## src/rtl/data_mem_arbiter_pkg.sv

```systemverilog
// Shared definitions for the data memory arbiter slice.
//   own_state_t        : ownership FSM encoding (FREE / OWN0 / OWN1)
//   DATA_MEM_SIZE      : highest legal word index of data_memory
//   MEM_DEPTH_DEFAULT  : number of words, always DATA_MEM_SIZE + 1
//   REQ0 / REQ1        : requester indices as stored in last_gnt
package mem_arb_pkg;

    localparam int unsigned DATA_MEM_SIZE     = 250;
    localparam int unsigned MEM_DEPTH_DEFAULT = DATA_MEM_SIZE + 1;

    localparam logic REQ0 = 1'b0;
    localparam logic REQ1 = 1'b1;

    typedef enum logic [1:0] {
        FREE = 2'd0,
        OWN0 = 2'd1,
        OWN1 = 2'd2
    } own_state_t;

endpackage

```

## src/rtl/data_mem_arbiter_if.sv

```systemverilog
// Requester-side bus of the data memory arbiter.
//   reqN_valid/we/lock/addr/wdata : request from requester N
//   gntN                          : request accepted this cycle
//   rspN_valid/err/rdata          : response, one cycle after gntN
// master = requesters, slave = arbiter.
interface data_mem_arbiter_if #(
    parameter int unsigned ADDR_W = 32
);
    logic              req0_valid;
    logic              req0_we;
    logic              req0_lock;
    logic [ADDR_W-1:0] req0_addr;
    logic [31:0]       req0_wdata;
    logic              req1_valid;
    logic              req1_we;
    logic              req1_lock;
    logic [ADDR_W-1:0] req1_addr;
    logic [31:0]       req1_wdata;

    logic              gnt0;
    logic              gnt1;
    logic              rsp0_valid;
    logic              rsp0_err;
    logic [31:0]       rsp0_rdata;
    logic              rsp1_valid;
    logic              rsp1_err;
    logic [31:0]       rsp1_rdata;

    modport master (
        output req0_valid, req0_we, req0_lock, req0_addr, req0_wdata,
        output req1_valid, req1_we, req1_lock, req1_addr, req1_wdata,
        input  gnt0, gnt1,
        input  rsp0_valid, rsp0_err, rsp0_rdata,
        input  rsp1_valid, rsp1_err, rsp1_rdata
    );

    modport slave (
        input  req0_valid, req0_we, req0_lock, req0_addr, req0_wdata,
        input  req1_valid, req1_we, req1_lock, req1_addr, req1_wdata,
        output gnt0, gnt1,
        output rsp0_valid, rsp0_err, rsp0_rdata,
        output rsp1_valid, rsp1_err, rsp1_rdata
    );

endinterface

```

## src/rtl/data_mem_arbiter.sv

```systemverilog
// Two-port round-robin arbiter in front of data_memory.
//   clk, rst_n       : clock, asynchronous active-low reset
//   bus (slave)      : requester 0 (CPU) and requester 1 (loader/debug)
//   mem_access_addr, mem_write_data, mem_write_en, mem_read_en : memory drive
//   mem_read_data    : combinational read data from memory
// One access per cycle; grants are combinational, responses registered.
// A granted locked access keeps ownership for up to LOCK_MAX grants.
module data_mem_arbiter #(
    parameter int unsigned MEM_DEPTH = mem_arb_pkg::MEM_DEPTH_DEFAULT,
    parameter int unsigned ADDR_W    = 32,
    parameter int unsigned LOCK_MAX  = 4
) (
    input  logic                clk,
    input  logic                rst_n,
    data_mem_arbiter_if.slave   bus,
    output logic [31:0]         mem_access_addr,
    output logic [31:0]         mem_write_data,
    output logic                mem_write_en,
    output logic                mem_read_en,
    input  logic [31:0]         mem_read_data
);

    import mem_arb_pkg::*;

    localparam int unsigned CNT_W = $clog2(LOCK_MAX + 1);

    own_state_t       state, state_nxt;
    logic             last_gnt;
    logic [CNT_W-1:0] lock_cnt, lock_cnt_nxt;

    logic              gnt0, gnt1;
    logic              granted;
    logic              sel_we;
    logic [ADDR_W-1:0] sel_addr;
    logic [31:0]       sel_wdata;
    logic              in_range;
    logic              access_ok;
    logic              at_max;

    logic              rsp0_valid, rsp0_err, rsp1_valid, rsp1_err;
    logic [31:0]       rsp0_rdata, rsp1_rdata;

    // The grant that makes the count reach LOCK_MAX is honoured but ends ownership.
    assign at_max = (32'(lock_cnt) + 32'd1) >= LOCK_MAX;

    always_comb begin
        gnt0         = 1'b0;
        gnt1         = 1'b0;
        state_nxt    = state;
        lock_cnt_nxt = lock_cnt;

        // No grants while reset is held so memory drive stays quiet.
        if (rst_n) begin
            case (state)
                FREE: begin
                    gnt0 = bus.req0_valid && (!bus.req1_valid || last_gnt == REQ1);
                    gnt1 = bus.req1_valid && (!bus.req0_valid || last_gnt == REQ0);
                end
                OWN0:    gnt0 = bus.req0_valid;
                OWN1:    gnt1 = bus.req1_valid;
                default: ;
            endcase
        end

        case (state)
            FREE: begin
                if (gnt0 && bus.req0_lock && LOCK_MAX > 1) begin
                    state_nxt    = OWN0;
                    lock_cnt_nxt = CNT_W'(1);
                end else if (gnt1 && bus.req1_lock && LOCK_MAX > 1) begin
                    state_nxt    = OWN1;
                    lock_cnt_nxt = CNT_W'(1);
                end
            end
            OWN0: begin
                if (!bus.req0_valid || (gnt0 && (!bus.req0_lock || at_max))) begin
                    state_nxt    = FREE;
                    lock_cnt_nxt = '0;
                end else if (gnt0) begin
                    lock_cnt_nxt = lock_cnt + CNT_W'(1);
                end
            end
            OWN1: begin
                if (!bus.req1_valid || (gnt1 && (!bus.req1_lock || at_max))) begin
                    state_nxt    = FREE;
                    lock_cnt_nxt = '0;
                end else if (gnt1) begin
                    lock_cnt_nxt = lock_cnt + CNT_W'(1);
                end
            end
            default: begin
                state_nxt    = FREE;
                lock_cnt_nxt = '0;
            end
        endcase
    end

    assign granted   = gnt0 || gnt1;
    assign sel_we    = gnt1 ? bus.req1_we    : bus.req0_we;
    assign sel_addr  = gnt1 ? bus.req1_addr  : bus.req0_addr;
    assign sel_wdata = gnt1 ? bus.req1_wdata : bus.req0_wdata;
    assign in_range  = sel_addr < ADDR_W'(MEM_DEPTH);
    assign access_ok = granted && in_range;

    assign mem_access_addr = access_ok ? 32'(sel_addr) : '0;
    assign mem_write_data  = access_ok ? sel_wdata     : '0;
    assign mem_write_en    = access_ok && sel_we;
    assign mem_read_en     = access_ok && !sel_we;

    assign bus.gnt0 = gnt0;
    assign bus.gnt1 = gnt1;

    always_ff @(posedge clk or negedge rst_n) begin
        if (!rst_n) begin
            state    <= FREE;
            last_gnt <= REQ1;
            lock_cnt <= '0;
        end else begin
            state    <= state_nxt;
            lock_cnt <= lock_cnt_nxt;
            if (gnt0) begin
                last_gnt <= REQ0;
            end else if (gnt1) begin
                last_gnt <= REQ1;
            end
        end
    end

    always_ff @(posedge clk or negedge rst_n) begin
        if (!rst_n) begin
            rsp0_valid <= 1'b0;
            rsp0_err   <= 1'b0;
            rsp0_rdata <= '0;
            rsp1_valid <= 1'b0;
            rsp1_err   <= 1'b0;
            rsp1_rdata <= '0;
        end else begin
            rsp0_valid <= gnt0;
            rsp0_err   <= gnt0 && !in_range;
            rsp0_rdata <= (gnt0 && in_range && !sel_we) ? mem_read_data : '0;
            rsp1_valid <= gnt1;
            rsp1_err   <= gnt1 && !in_range;
            rsp1_rdata <= (gnt1 && in_range && !sel_we) ? mem_read_data : '0;
        end
    end

    assign bus.rsp0_valid = rsp0_valid;
    assign bus.rsp0_err   = rsp0_err;
    assign bus.rsp0_rdata = rsp0_rdata;
    assign bus.rsp1_valid = rsp1_valid;
    assign bus.rsp1_err   = rsp1_err;
    assign bus.rsp1_rdata = rsp1_rdata;

endmodule

```

## src/flat_wrapper.sv

```systemverilog
// flat-port wrapper written by rule: the top's interface ports become plain ports
module data_mem_arbiter_flat import mem_arb_pkg::*;
#(
    parameter int unsigned MEM_DEPTH = mem_arb_pkg::MEM_DEPTH_DEFAULT,
    parameter int unsigned ADDR_W    = 32,
    parameter int unsigned LOCK_MAX  = 4
)
  (clk, rst_n, mem_access_addr, mem_write_data, mem_write_en, mem_read_en, mem_read_data, bus_req0_valid, bus_req0_we, bus_req0_lock, bus_req0_addr, bus_req0_wdata, bus_req1_valid, bus_req1_we, bus_req1_lock, bus_req1_addr, bus_req1_wdata, bus_gnt0, bus_gnt1, bus_rsp0_valid, bus_rsp0_err, bus_rsp0_rdata, bus_rsp1_valid, bus_rsp1_err, bus_rsp1_rdata);
  data_mem_arbiter_if #(.ADDR_W(ADDR_W)) bus_i ();
  input  logic clk;
  input  logic rst_n;
  output logic [31:0] mem_access_addr;
  output logic [31:0] mem_write_data;
  output logic mem_write_en;
  output logic mem_read_en;
  input  logic [31:0] mem_read_data;
  input wire logic [$bits(bus_i.req0_valid)-1:0] bus_req0_valid;
  input wire logic [$bits(bus_i.req0_we)-1:0] bus_req0_we;
  input wire logic [$bits(bus_i.req0_lock)-1:0] bus_req0_lock;
  input wire logic [$bits(bus_i.req0_addr)-1:0] bus_req0_addr;
  input wire logic [$bits(bus_i.req0_wdata)-1:0] bus_req0_wdata;
  input wire logic [$bits(bus_i.req1_valid)-1:0] bus_req1_valid;
  input wire logic [$bits(bus_i.req1_we)-1:0] bus_req1_we;
  input wire logic [$bits(bus_i.req1_lock)-1:0] bus_req1_lock;
  input wire logic [$bits(bus_i.req1_addr)-1:0] bus_req1_addr;
  input wire logic [$bits(bus_i.req1_wdata)-1:0] bus_req1_wdata;
  output wire logic [$bits(bus_i.gnt0)-1:0] bus_gnt0;
  output wire logic [$bits(bus_i.gnt1)-1:0] bus_gnt1;
  output wire logic [$bits(bus_i.rsp0_valid)-1:0] bus_rsp0_valid;
  output wire logic [$bits(bus_i.rsp0_err)-1:0] bus_rsp0_err;
  output wire logic [$bits(bus_i.rsp0_rdata)-1:0] bus_rsp0_rdata;
  output wire logic [$bits(bus_i.rsp1_valid)-1:0] bus_rsp1_valid;
  output wire logic [$bits(bus_i.rsp1_err)-1:0] bus_rsp1_err;
  output wire logic [$bits(bus_i.rsp1_rdata)-1:0] bus_rsp1_rdata;
  assign bus_i.req0_valid = bus_req0_valid;
  assign bus_i.req0_we = bus_req0_we;
  assign bus_i.req0_lock = bus_req0_lock;
  assign bus_i.req0_addr = bus_req0_addr;
  assign bus_i.req0_wdata = bus_req0_wdata;
  assign bus_i.req1_valid = bus_req1_valid;
  assign bus_i.req1_we = bus_req1_we;
  assign bus_i.req1_lock = bus_req1_lock;
  assign bus_i.req1_addr = bus_req1_addr;
  assign bus_i.req1_wdata = bus_req1_wdata;
  assign bus_gnt0 = bus_i.gnt0;
  assign bus_gnt1 = bus_i.gnt1;
  assign bus_rsp0_valid = bus_i.rsp0_valid;
  assign bus_rsp0_err = bus_i.rsp0_err;
  assign bus_rsp0_rdata = bus_i.rsp0_rdata;
  assign bus_rsp1_valid = bus_i.rsp1_valid;
  assign bus_rsp1_err = bus_i.rsp1_err;
  assign bus_rsp1_rdata = bus_i.rsp1_rdata;
  data_mem_arbiter #(.MEM_DEPTH(MEM_DEPTH), .ADDR_W(ADDR_W), .LOCK_MAX(LOCK_MAX)) u_core (.clk(clk), .rst_n(rst_n), .bus(bus_i), .mem_access_addr(mem_access_addr), .mem_write_data(mem_write_data), .mem_write_en(mem_write_en), .mem_read_en(mem_read_en), .mem_read_data(mem_read_data));
endmodule
```

## config.mk

```make
export PLATFORM = sky130hd
export DESIGN_NAME = data_mem_arbiter_flat
export DESIGN_NICKNAME = d
export VERILOG_FILES = /design/src/rtl/data_mem_arbiter_pkg.sv /design/src/rtl/data_mem_arbiter_if.sv /design/src/rtl/data_mem_arbiter.sv /design/src/flat_wrapper.sv
export SDC_FILE = /design/constraint.sdc
export NUM_CORES = 1
export LEC_CHECK = 0
export BUFFER_PORTS_ARGS = -buffer_cell sky130_fd_sc_hd__buf_2
export CAP_MARGIN = 20
export CORE_AREA = 2 2 116 118
export DETAILED_ROUTE_END_ITERATION = 6
export DIE_AREA = 0 0 118 120
export HOLD_SLACK_MARGIN = 0.03
export SLEW_MARGIN = 25
export SYNTH_ARGS = -nofsm -noshare
export SYNTH_HDL_FRONTEND = slang
export SYNTH_SLANG_ARGS = --single-unit
```

## constraint.sdc

```tcl
create_clock -name clk -period 4.3 [get_ports clk]
set_input_delay 0.645 -clock clk [delete_from_list [all_inputs] [get_ports clk]]
set_output_delay 0.645 -clock clk [all_outputs]
set_load 0.05 [all_outputs]
```

==> results of run 1 <==
==> Yosys cell counts, types with 2 or more instances <==
cell type and count:
a22oi_1 41, nand4_1 3, dfrtp_1 73, nand3_1 4, a21oi_1 6, nor2b_1 2
nand3b_1 2, nor3_1 3, and3b_1 2, and2_1 33, inv_1 2, o21ai_0 5
clkbuf_1 10, nor2_1 50, buf_2 8, nand2_1 7, nor4_1 12, and3_1 32
buf_4 28
==> cell type report <==
type	count	area, um^2
fillers	1306	7690
flip-flops and latches	74	1850
repair buffers	283	1450
multi-input cells	241	1420
clock buffers	12	246
well taps	176	220
clock inverters	4	98.8
inverters	3	11.3
==> registers in the layout (all words and copies together) (netlist names) <==
signal / cells
u_core.bus.rsp1_err: 1
u_core.bus.rsp1_valid: 1
u_core.lock_cnt: 3
u_core.bus.rsp0_valid: 1
u_core.bus.rsp0_err: 1
u_core.bus.rsp1_rdata: 32
u_core.last_gnt: 1
u_core.bus.rsp0_rdata: 32
u_core.state: 2
==> placed cells by master (no fill, tap or decap), types with 2 or more instances in the layout <==
cell type / Yosys / routed
and3_1: 32 / 32
nand2_1: 7 / 7
nand4_1: 3 / 3
and3b_1: 2 / 2
dfrtp_1: 73 / 73
o21ai_0: 5 / 5
nor2b_1: 2 / 2
inv_1: 2 / 2
nor4_1: 12 / 12
and2_1: 33 / 33
clkbuf_16: 0 / 9
nand3b_1: 2 / 2
nand3_1: 4 / 4
nor2_1: 50 / 50
buf_4: 28 / 4
a22oi_1: 41 / 41
nor3_1: 3 / 3
clkbuf_1: 10 / 2
buf_2: 8 / 278
conb_1: 1 / 24
bufinv_16: 0 / 3
a21oi_1: 6 / 6
==> where the power goes <==
part | switching (mW) | leakage (nW) | internal [mW]
sequential | 0.0104 | 1.02 | 0.709
clock | 0.267 | 0.167 | 0.584
combinational | 0.161 | 1.91 | 0.0934
==> metal layers <==
metal / up-vias / track usage [%] / routed length [um]
met5: - / 0 / 27
met1: 1669 / 20.5 / 4990
met2: 205 / 29.4 / 6300
met3: 20 / 4.23 / 868
li1: 1687 / - / -
met4: 4 / 5.35 / 190
==> cell families after synthesis <==
| kind of cell | Yosys count | synth area share (%) |
|---|---|---|
| AND/OR/NAND/NOR | 154 | 23.8 |
| flip-flops | 74 | 53.5 |
| AO/OA/AOI/OAI | 61 | 13.1 |
| buffers and inverters | 50 | 8.75 |
| multiplexers | 1 | 0.289 |
| adder cells (fa/ha/maj) | 1 | 0.361 |
| other | 1 | 0.108 |
==> critical path: stages (launching register included) <==
cell and delay, ns:
dfrtp_1 0.50, and3b_1 0.27, nand2_2 0.16, inv_2 0.09, o32ai_4 0.35, o21a_2 0.55, o21a_1 0.19, buf_2 0.25
==> worst min path at each step <==
| stage | from | to | slack, ns | depth (start not counted) |
|---|---|---|---|---|
| floorplan | rst_n | u_core.bus.rsp0_err$_DFF_PN0_ | 0.35 | 0 |
| global placement | rst_n | u_core.bus.rsp0_err$_DFF_PN0_ | 0.44 | 1 |
| finish | rst_n | u_core.bus.rsp0_err$_DFF_PN0_ | 0.11 | 1 |
| CTS | rst_n | u_core.bus.rsp0_err$_DFF_PN0_ | 0.1 | 1 |
| detailed placement | rst_n | u_core.bus.rsp0_err$_DFF_PN0_ | 0.45 | 1 |
| global route | rst_n | u_core.bus.rsp0_err$_DFF_PN0_ | 0.09 | 1 |
==> through the flow <==
stage	hold slack, ns	std cells	setup slack [ns]	area, um^2
finish	0.108	793	0.964	5290
detailed placement	0.446	776	0.948	4920
CTS	0.0973	792	0.798	5270
global placement	0.444	776	0.974	4910
global route	0.0946	793	0.775	5290
floorplan	0.349	365	0.988	3550
==> results.py, run 1 <==
metrics = {
    "worst_setup_path": {
        "r2r_slack_ns": 1.76,
        "start_kind": "register",
        "regToRegEndpoint": "u_core.bus.rsp1_rdata[13]$_DFF_PN0_",
        "timing.rr.start": "u_core.state[0]$_DFFE_PN0P_",
        "cp_data_arrival_time_ns": 2.69,
        "r2r_cells": 6,
        "cp-end-kind": "output port",
        "cp_data_required_time_ns": 3.65,
        "crit_type": "reg -> out",
        "worstPathMaxFanout": 34,
        "critPathLaunch": "u_core.state[0]$_DFFE_PN0P_",
        "endpoint": "mem_read_en",
    },
    "cts": {
        "ctsResizeCount": 0,
        "clockRootBuffer": "clkbuf_16",
        "cts.sink_count": 74,
        "ctsHoldBuffers": 0,
        "cts_tree": "built",
        "clk_path_buf_depth": 2,
        "cts_setup_buffers": 0,
        "insertion_delay_ns": 0.32,
        "cts.clk_slew.worst_paths_ns": 0.06,
        "cts_buffers": 9,
        "htreeDepth": 3,
    },
    "yosys": {
        "synth_area_leader_cell": "dfrtp_1",
        "synth.cell_area_mm2": 0.00346,
        "async_reset_ff_share_pct": 100,
        "synthFlopType": "dfrtp_1",
        "ys_seq_area_share_pct": 53.5,
        "synthDominantCellAreaShare_pct": 52.8,
        "yosys.cell_types.count": 38,
        "synth_edf_count": 0,
        "synth.ff_latch_count": 74,
        "synth.area.top_cells": "dfrtp_1 (53%), a22oi_1 (8.9%), buf_4 (6.1%), and2_1 (6.0%), and3_1 (5.8%)",
        "ys_warn_count": 0,
        "synth_cells": 342,
        "avgSynthCellArea_um2": 10.1,
    },
    "timing": {
        "setup_viol": 0,
        "finalClockSkew_ns": 0.00479,
        "worstMarginPinSlew_ns": 0.973,
        "fin_crit_ns": 3.34,
        "relSlewSlack_pct": 35.2,
        "fin_tns_setup_ns": 0,
        "fmax_ghz": 0.300,
        "hold_viol_final": 0,
        "grt_setup_unrepaired": "no",
        "fin_crit_sh_pct": 77.6,
        "drv_slew": 0,
    },
    "drt": {
        "via_per_inst": 4.52,
        "firstDrtPassIters": 4,
        "antenna_left": 0,
        "drtIter0Drc": 222,
        "num_vias": 3585,
        "routed_wl_mm": 12.4,
        "wl_per_cell_um": 15.6,
        "drc": 0,
    },
    "global_routing": {
        "grt-ovfl-total": 0,
        "grt_max_degree": 76,
        "grt_pass1_vias": 3414,
        "grt_usage_pct": 16.9,
        "antenna_found_initial": 2,
        "grt_pass1_wl_mm": 18.5,
    },
    "die": {
        "io_pins": 304,
        "die_area_mm2": 0.0142,
        "start_util_pct": 26.7,
        "core_mm2": 0.0130,
        "die_y_um": 120,
        "die_x_um": 118,
        "std_cell_rows": 42,
    },
    "worst_hold_path": {
        "worst_hold_path_type": "in -> async",
    },
    "placed_design": {
        "dpl.hpwl_mm": 9.74,
        "place.port_buffers": 279,
        "gp_congestion": 0.843,
    },
    "power_and_ir_drop": {
        "total_leakage_power_nw": 3.10,
        "p_total_mw": 1.82,
        "power_density_mw_per_mm2": 344,
        "peakVddDrop_mv": 0.252,
    },
    "layout": {
        "utilization_pct": 40.8,
        "antennaDiodeCount": 0,
        "drive_gt1_share_pct": 49.8,
        "area_delta_synth_final_pct": 53.0,
        "layout.nets": 781,
    },
    "flow_run": {
        "maxCapViolations": 0,
    },
    "run_status": {
        "status": "finished, final reports clean",
    },
}
No activity file was read; power rests on OpenSTA's default activity.
==> run 2, diff against run 1 <==
--- a/config.mk
+++ b/config.mk
@@ -7,9 +7,9 @@
 export LEC_CHECK = 0
 export BUFFER_PORTS_ARGS = -buffer_cell sky130_fd_sc_hd__buf_2
 export CAP_MARGIN = 20
-export CORE_AREA = 2 2 116 118
+export CORE_AREA = 2 2 117 119
 export DETAILED_ROUTE_END_ITERATION = 6
-export DIE_AREA = 0 0 118 120
+export DIE_AREA = 0 0 119 121
 export HOLD_SLACK_MARGIN = 0.03
 export SLEW_MARGIN = 25
 export SYNTH_ARGS = -nofsm -noshare
==> constraint.sdc (replaced) <==
create_clock -name clk -period 3.5 [get_ports clk]
set_input_delay 0.525 -clock clk [delete_from_list [all_inputs] [get_ports clk]]
set_output_delay 0.525 -clock clk [all_outputs]
set_load 0.05 [all_outputs]
==> run 2 against run 1 <==
  * Die area grew 1.7%
  * Routed wire length rose by 2.8%
  * Largest power group unchanged
  * Combinational power up 26%
  * Register-to-register slack got worse by 0.65 ns
  * Sequential power increased by 23%
  * Flip-flop and latch count unchanged
  * Clock power up 3.9%
  * First-iteration DRC count decreased by 14%
  * Clock-buffer cell count is 3 lower
  * Critical path depth unchanged
  * Highest routed layer unchanged
==> results.py, run 2 (synthesis gave the netlist of run 1 again) <==
metrics = {
    "drt": {
        "routed_wl_mm": 12.7,
        "drtIter0Drc": 191,
        "wl_per_cell_um": 15.9,
        "num_vias": 3627,
        "firstDrtPassIters": 4,
        "drc": 0,
        "antenna_left": 0,
        "via_per_inst": 4.54,
    },
    "timing": {
        "fmax_ghz": 0.313,
        "worstMarginPinSlew_ns": 0.796,
        "finalClockSkew_ns": 0.00478,
        "relSlewSlack_pct": 47.0,
        "fin_crit_sh_pct": 91.4,
        "fin_crit_ns": 3.20,
        "drv_slew": 0,
        "grt_setup_unrepaired": "no",
        "setup_ws_ns": 0.302,
        "hold_viol_final": 0,
        "setup_viol": 0,
        "fin_tns_setup_ns": 0,
    },
    "die": {
        "start_util_pct": 26.4,
        "die_x_um": 119,
        "core_mm2": 0.0131,
        "std_cell_rows": 42,
        "io_pins": 304,
        "die_area_mm2": 0.0144,
        "die_y_um": 121,
    },
    "worst_setup_path": {
        "crit_top_cell": "nor2_1",
        "cp_data_arrival_time_ns": 2.67,
        "cp-end-kind": "output port",
        "start_kind": "register",
        "regToRegEndpoint": "u_core.bus.rsp1_rdata[9]$_DFF_PN0_",
        "r2r_slack_ns": 1.11,
        "cp_data_required_time_ns": 2.97,
        "worstPathMaxFanout": 21,
        "crit_path_max_incr_delay_ns": 0.53,
        "critPathLaunch": "u_core.state[0]$_DFFE_PN0P_",
        "timing.rr.start": "u_core.state[0]$_DFFE_PN0P_",
        "cp_cell_sequence": "and3b_1 > nand2_2 > inv_2 > nor2_1 > o21ai_4 > nor2_1 > buf_2",
        "r2r_cells": 7,
        "crit_type": "reg -> out",
        "crit_slowest_cell": "o21ai_4",
    },
    "flow_run": {
        "maxCapViolations": 0,
    },
    "cts": {
        "cts.sink_count": 74,
        "htreeDepth": 3,
        "cts.clk_slew.worst_paths_ns": 0.06,
        "clockRootBuffer": "clkbuf_16",
        "insertion_delay_ns": 0.33,
        "clk_path_buf_depth": 2,
        "cts_setup_buffers": 0,
        "cts_tree": "built",
        "cts_buffers": 9,
    },
    "run_status": {
        "status": "finished, final reports clean",
    },
    "global_routing": {
        "grt_usage_pct": 17.2,
        "grt_max_degree": 67,
        "grt_pass1_vias": 3666,
        "grt_pass1_wl_mm": 18.9,
        "antenna_found_initial": 1,
        "grt-ovfl-total": 0,
    },
    "placed_design": {
        "place.port_buffers": 279,
        "gp_congestion": 0.806,
        "dpl.hpwl_mm": 10.1,
        "dp_slack_ns": 0.112,
    },
    "layout": {
        "fillCellCount": 1328,
        "area_delta_synth_final_pct": 52.4,
        "layout_top_registers": "u_core.bus.rsp0_rdata x32, u_core.bus.rsp1_rdata x32, u_core.lock_cnt x3",
        "final_cell_mix": "buf_2 (278), dfrtp_1 (73), nor2_1 (50), a22oi_1 (41), and2_1 (33)",
        "antennaDiodeCount": 0,
        "layout.nets": 787,
        "final_common_cell": "buf_2",
        "drive_gt1_share_pct": 50.2,
    },
    "power_and_ir_drop": {
        "p_total_mw": 2.09,
        "power_density_mw_per_mm2": 396,
        "peakVddDrop_mv": 0.261,
        "total_leakage_power_nw": 3.09,
    },
    "worst_hold_path": {
        "worst_hold_path_type": "in -> async",
    },
}
==> run 2: changes by cell type in the layout (fill, tap and decap cells not counted), moves of 2 or more <==
| cell | delta |
|---|---|
| inv_8 | +3 |
| inv_6 | +2 |
| bufinv_16 | -3 |
| buf_4 | +4 |
| clkbuf_1 | -2 |
| dlygate4sd3_1 | +2 |
==> run 2: per-stage QoR <==
step                      std cells  area (um^2)  utilization (%)  hold WS, ns
after floorplan                 365         3550                -        0.229
after global placement          780         4940             37.8        0.382
after detailed placement        780         4940             37.8        0.390
after CTS                       799         5270             40.2        0.187
after global routing            799         5270             40.3        0.189
final                           799         5270             40.3        0.196
==> run 2: how the worst max path moves through the flow <==
stage / to / cells after the start
2_1_floorplan: mem_access_addr[1] / 6
3_3_place_gp: mem_write_data[22] / 8
3_5_place_dp: mem_write_data[22] / 8
4_1_cts: mem_write_en / 7
5_1_grt: mem_write_data[22] / 7
6_report: mem_write_data[22] / 7
==> run 2: cell type report <==
| type | count | area (um^2) | area share, % |
|---|---|---|---|
| Sequential cell | 74 | 1850 | 35.1 |
| Timing Repair Buffer | 288 | 1470 | 27.9 |
| Multi-Input combinational cell | 242 | 1420 | 27.0 |
| Clock buffer | 9 | 225 | 4.27 |
| Tap cell | 176 | 220 | 4.18 |
| Clock inverter | 7 | 67.6 | 1.28 |
| Inverter | 3 | 11.3 | 0.214 |
==> run 2: power breakdown <==
| part | switching (mW) | internal, mW | leakage (nW) |
|---|---|---|---|
| Sequential | 0.0125 | 0.870 | 1.02 |
| Clock | 0.382 | 0.500 | 0.142 |
| Combinational | 0.203 | 0.118 | 1.92 |
| Total | 0.598 | 1.49 | 3.09 |
==> run 2: per-layer routing <==
| metal | share of wire (%) | wire (um) | vias to the layer above | GRT usage (%) |
|---|---|---|---|---|
| met2 | 54 | 6820 | 223 | 33.2 |
| met1 | 36 | 4630 | 1681 | 18.4 |
| li1 | - | - | 1703 | - |
| met5 | 0.10 | 13 | - | 0 |
| met4 | 2.3 | 298 | 2 | 6.47 |
| met3 | 7.6 | 968 | 18 | 3.52 |
==> run 2: critical path: cells and delay by family, from the launching register on <==
family	cells	cell delay (ns)
flip-flops	1	0.47
AO/OA/AOI/OAI	1	0.53
buffers and inverters	2	0.54
AND/OR/NAND/NOR	4	0.80
==> run 2: what timing repair did <==
item | CTS | global route
pin swaps | 1 | 0
cloned | 1 | 0
hold buffers | 2 | 0
hold endpoints to repair | 4 | 0
endpoints found under the setup margin | 2 | 20
gates resized for setup | 0 | 1
==> run 3, diff against run 2 <==
--- a/config.mk
+++ b/config.mk
@@ -5,11 +5,11 @@
 export SDC_FILE = /design/constraint.sdc
 export NUM_CORES = 1
 export LEC_CHECK = 0
-export BUFFER_PORTS_ARGS = -buffer_cell sky130_fd_sc_hd__buf_2
 export CAP_MARGIN = 20
-export CORE_AREA = 2 2 117 119
+export CORE_AREA = 5 5 116 118
 export DETAILED_ROUTE_END_ITERATION = 6
-export DIE_AREA = 0 0 119 121
+export DIE_AREA = 0 0 121 123
+export DONT_BUFFER_PORTS = 1
 export HOLD_SLACK_MARGIN = 0.03
 export SLEW_MARGIN = 25
 export SYNTH_ARGS = -nofsm -noshare
==> run 3 against run 2 <==
  * Clock power increased by 3.5%
  * Routed wire length decreased by 0.61%
  * Register-to-register slack got worse by 0.14 ns
  * Sequential power increased by 2%
  * Die area increased by 3.4%
  * Critical path depth unchanged
  * Flip-flop and latch count unchanged
  * Sequential share of layout area increased by 8.7 points
  * Combinational power decreased by 37%
==> results.py, run 3 (synthesis gave the netlist of run 1 again) <==
metrics = {
    "timing": {
        "relSlewSlack_pct": 37.8,
        "worstMarginPinSlew_ns": 0.933,
        "drv_slew": 0,
        "fin_tns_setup_ns": 0,
        "fmax_ghz": 0.328,
        "hold_viol_final": 0,
        "grt_setup_unrepaired": "no",
        "fin_crit_ns": 3.05,
        "finalClockSkew_ns": 0.00467,
        "setup_viol": 0,
        "hold_slack_ns": 0.0665,
        "fin_crit_sh_pct": 87.0,
    },
    "worst_setup_path": {
        "worstPathMaxFanout": 44,
        "r2r_cells": 6,
        "regToRegEndpoint": "u_core.bus.rsp1_rdata[29]$_DFF_PN0_",
        "critPathLaunch": "u_core.state[0]$_DFFE_PN0P_",
        "cp_data_required_time_ns": 2.97,
        "endpoint": "mem_write_data[24]",
        "crit_path_max_incr_delay_ns": 0.50,
        "crit_type": "reg -> out",
        "critical_path_depth": 7,
        "crit_slowest_cell": "buf_4",
        "start_kind": "register",
        "cp_num_buf_inv": 3,
        "path_delay_family": "buffers and inverters",
        "r2r_slack_ns": 0.97,
        "cp_data_arrival_time_ns": 2.52,
        "timing.rr.start": "u_core.state[0]$_DFFE_PN0P_",
        "cp_cell_sequence": "and3b_1 > nand2_2 > inv_2 > buf_4 > a22oi_1 > nor2_1 > buf_4",
        "crit_top_cell": "buf_4",
        "cp-end-kind": "output port",
    },
    "power_and_ir_drop": {
        "pwr-share-seq_pct": 44.6,
        "total_leakage_power_nw": 2.06,
        "sw_frac_of_total_pct": 26.3,
        "pwr-share-comb_pct": 10.0,
        "power_switching_mw": 0.529,
        "peakVddDrop_mv": 0.177,
        "power_density_mw_per_mm2": 476,
        "intPower_mw": 1.48,
        "p_clk_share_pct": 45.4,
    },
    "placed_design": {
        "gp_congestion": 0.853,
        "place.port_buffers": 0,
        "dpl.hpwl_mm": 10.1,
        "placed_cells": 538,
    },
    "layout": {
        "area_delta_synth_final_pct": 22.2,
        "drive_gt1_share_pct": 19.5,
        "fin_cells": 557,
        "layout_top_registers": "u_core.bus.rsp0_rdata x32, u_core.bus.rsp1_rdata x32, u_core.lock_cnt x3",
        "final_cell_mix": "dfrtp_1 (73), nor2_1 (50), buf_4 (47), a22oi_1 (41), and2_1 (33)",
        "layout.nets": 549,
        "fillCellCount": 1222,
        "final_common_cell": "dfrtp_1",
        "antennaDiodeCount": 0,
    },
    "drt": {
        "num_vias": 2743,
        "drtIter0Drc": 115,
        "routed_wl_mm": 12.6,
        "drc": 0,
        "firstDrtPassIters": 4,
        "antenna_left": 0,
        "via_per_inst": 4.92,
        "wl_per_cell_um": 22.7,
    },
    "cts": {
        "insertion_delay_ns": 0.33,
        "cts_tree": "built",
        "cts_buffers": 9,
        "clockRootBuffer": "clkbuf_16",
        "cts.clk_slew.worst_paths_ns": 0.06,
        "cts.sink_count": 74,
        "htreeDepth": 3,
        "clk_path_buf_depth": 2,
        "ctsResizeCount": 0,
    },
    "global_routing": {
        "grt-ovfl-total": 0,
        "antenna_found_initial": 1,
        "grt_pass1_vias": 2849,
        "grt_max_degree": 74,
        "grt_pass1_wl_mm": 17.2,
        "grt_usage_pct": 16.0,
    },
    "die": {
        "std_cell_rows": 41,
        "core_mm2": 0.0124,
        "die_x_um": 121,
        "die_y_um": 123,
        "start_util_pct": 28.0,
        "die_area_mm2": 0.0149,
        "io_pins": 304,
    },
    "worst_hold_path": {
        "worst_hold_path_type": "in -> async",
    },
    "flow_run": {
        "maxCapViolations": 0,
    },
    "run_status": {
        "status": "finished, final reports clean",
    },
}
==> run 3: cell count changes in the layout (fill, tap and decap cells not counted), sizes merged <==
| cell | delta |
|---|---|
| dlygate4sd3 | -1 |
| inv | -3 |
| clkinv | +1 |
| o21ai | -1 |
| buf | -236 |
| clkbuf | +1 |
| bufinv | +1 |
==> run 3: power by group through the flow <==
stage	Combinational, mW	Clock [mW]	Sequential [mW]
final	0.202	0.914	0.897
after global routing	0.222	0.975	0.898
after CTS	0.204	0.940	0.897
after detailed placement	0.183	0	0.912
after global placement	0.180	0	0.911
after floorplan	0.174	0	0.907
==> run 3: cell type report <==
type                    instances  area [um^2]  area share, %
repair buffers                 51          438           10.4
clock buffers                  10          229           5.41
flip-flops and latches         74         1850           43.8
inverters                       3         11.3          0.266
clock inverters                 6         75.1           1.78
multi-input cells             241         1410           33.3
well taps                     172          215           5.09
==> run 3: worst min-delay path by stage <==
| stage | to |
|---|---|
| after floorplan | u_core.bus.rsp0_err$_DFF_PN0_ |
| after global placement | u_core.bus.rsp1_rdata[26]$_DFF_PN0_ |
| after detailed placement | u_core.bus.rsp0_rdata[26]$_DFF_PN0_ |
| after CTS | u_core.bus.rsp0_rdata[26]$_DFF_PN0_ |
| after global routing | u_core.bus.rsp0_rdata[26]$_DFF_PN0_ |
| final | u_core.bus.rsp0_rdata[26]$_DFF_PN0_ |
==> run 3: per-layer routing <==
| layer | share of wire (%) | wire [um] | track usage (%) |
|---|---|---|---|
| met3 | 9.8 | 1250 | 4.57 |
| met2 | 55 | 6910 | 30.5 |
| met5 | 0.10 | 13 | 0 |
| met4 | 2.1 | 270 | 6.59 |
| met1 | 33 | 4200 | 16.2 |
==> run 3: repair_timing <==
item / in CTS / in global routing
hold endpoints to repair: 73 / 0
hold buffers: 2 / 0
buffers inserted: 0 / 0
==> run 3: worst register-to-register path: stages, from the launching register on <==
cell and delay, ns:
dfrtp_1 0.49, and3b_1 0.26, nand2_2 0.14, inv_2 0.10
o32ai_4 0.38, and3b_1 0.83, and2_1 0.26
==> run 3: metrics by stage <==
stage	worst slack [ns]	instance area [um^2]	power (mW)	utilization, %
after floorplan	0.428	3550	1.08	-
final	0.454	4230	2.01	34.2
after CTS	0.193	4200	2.04	34.0
after detailed placement	0.591	3860	1.09	31.2
after global placement	0.652	3860	1.09	31.2
after global routing	0.263	4230	2.09	34.2
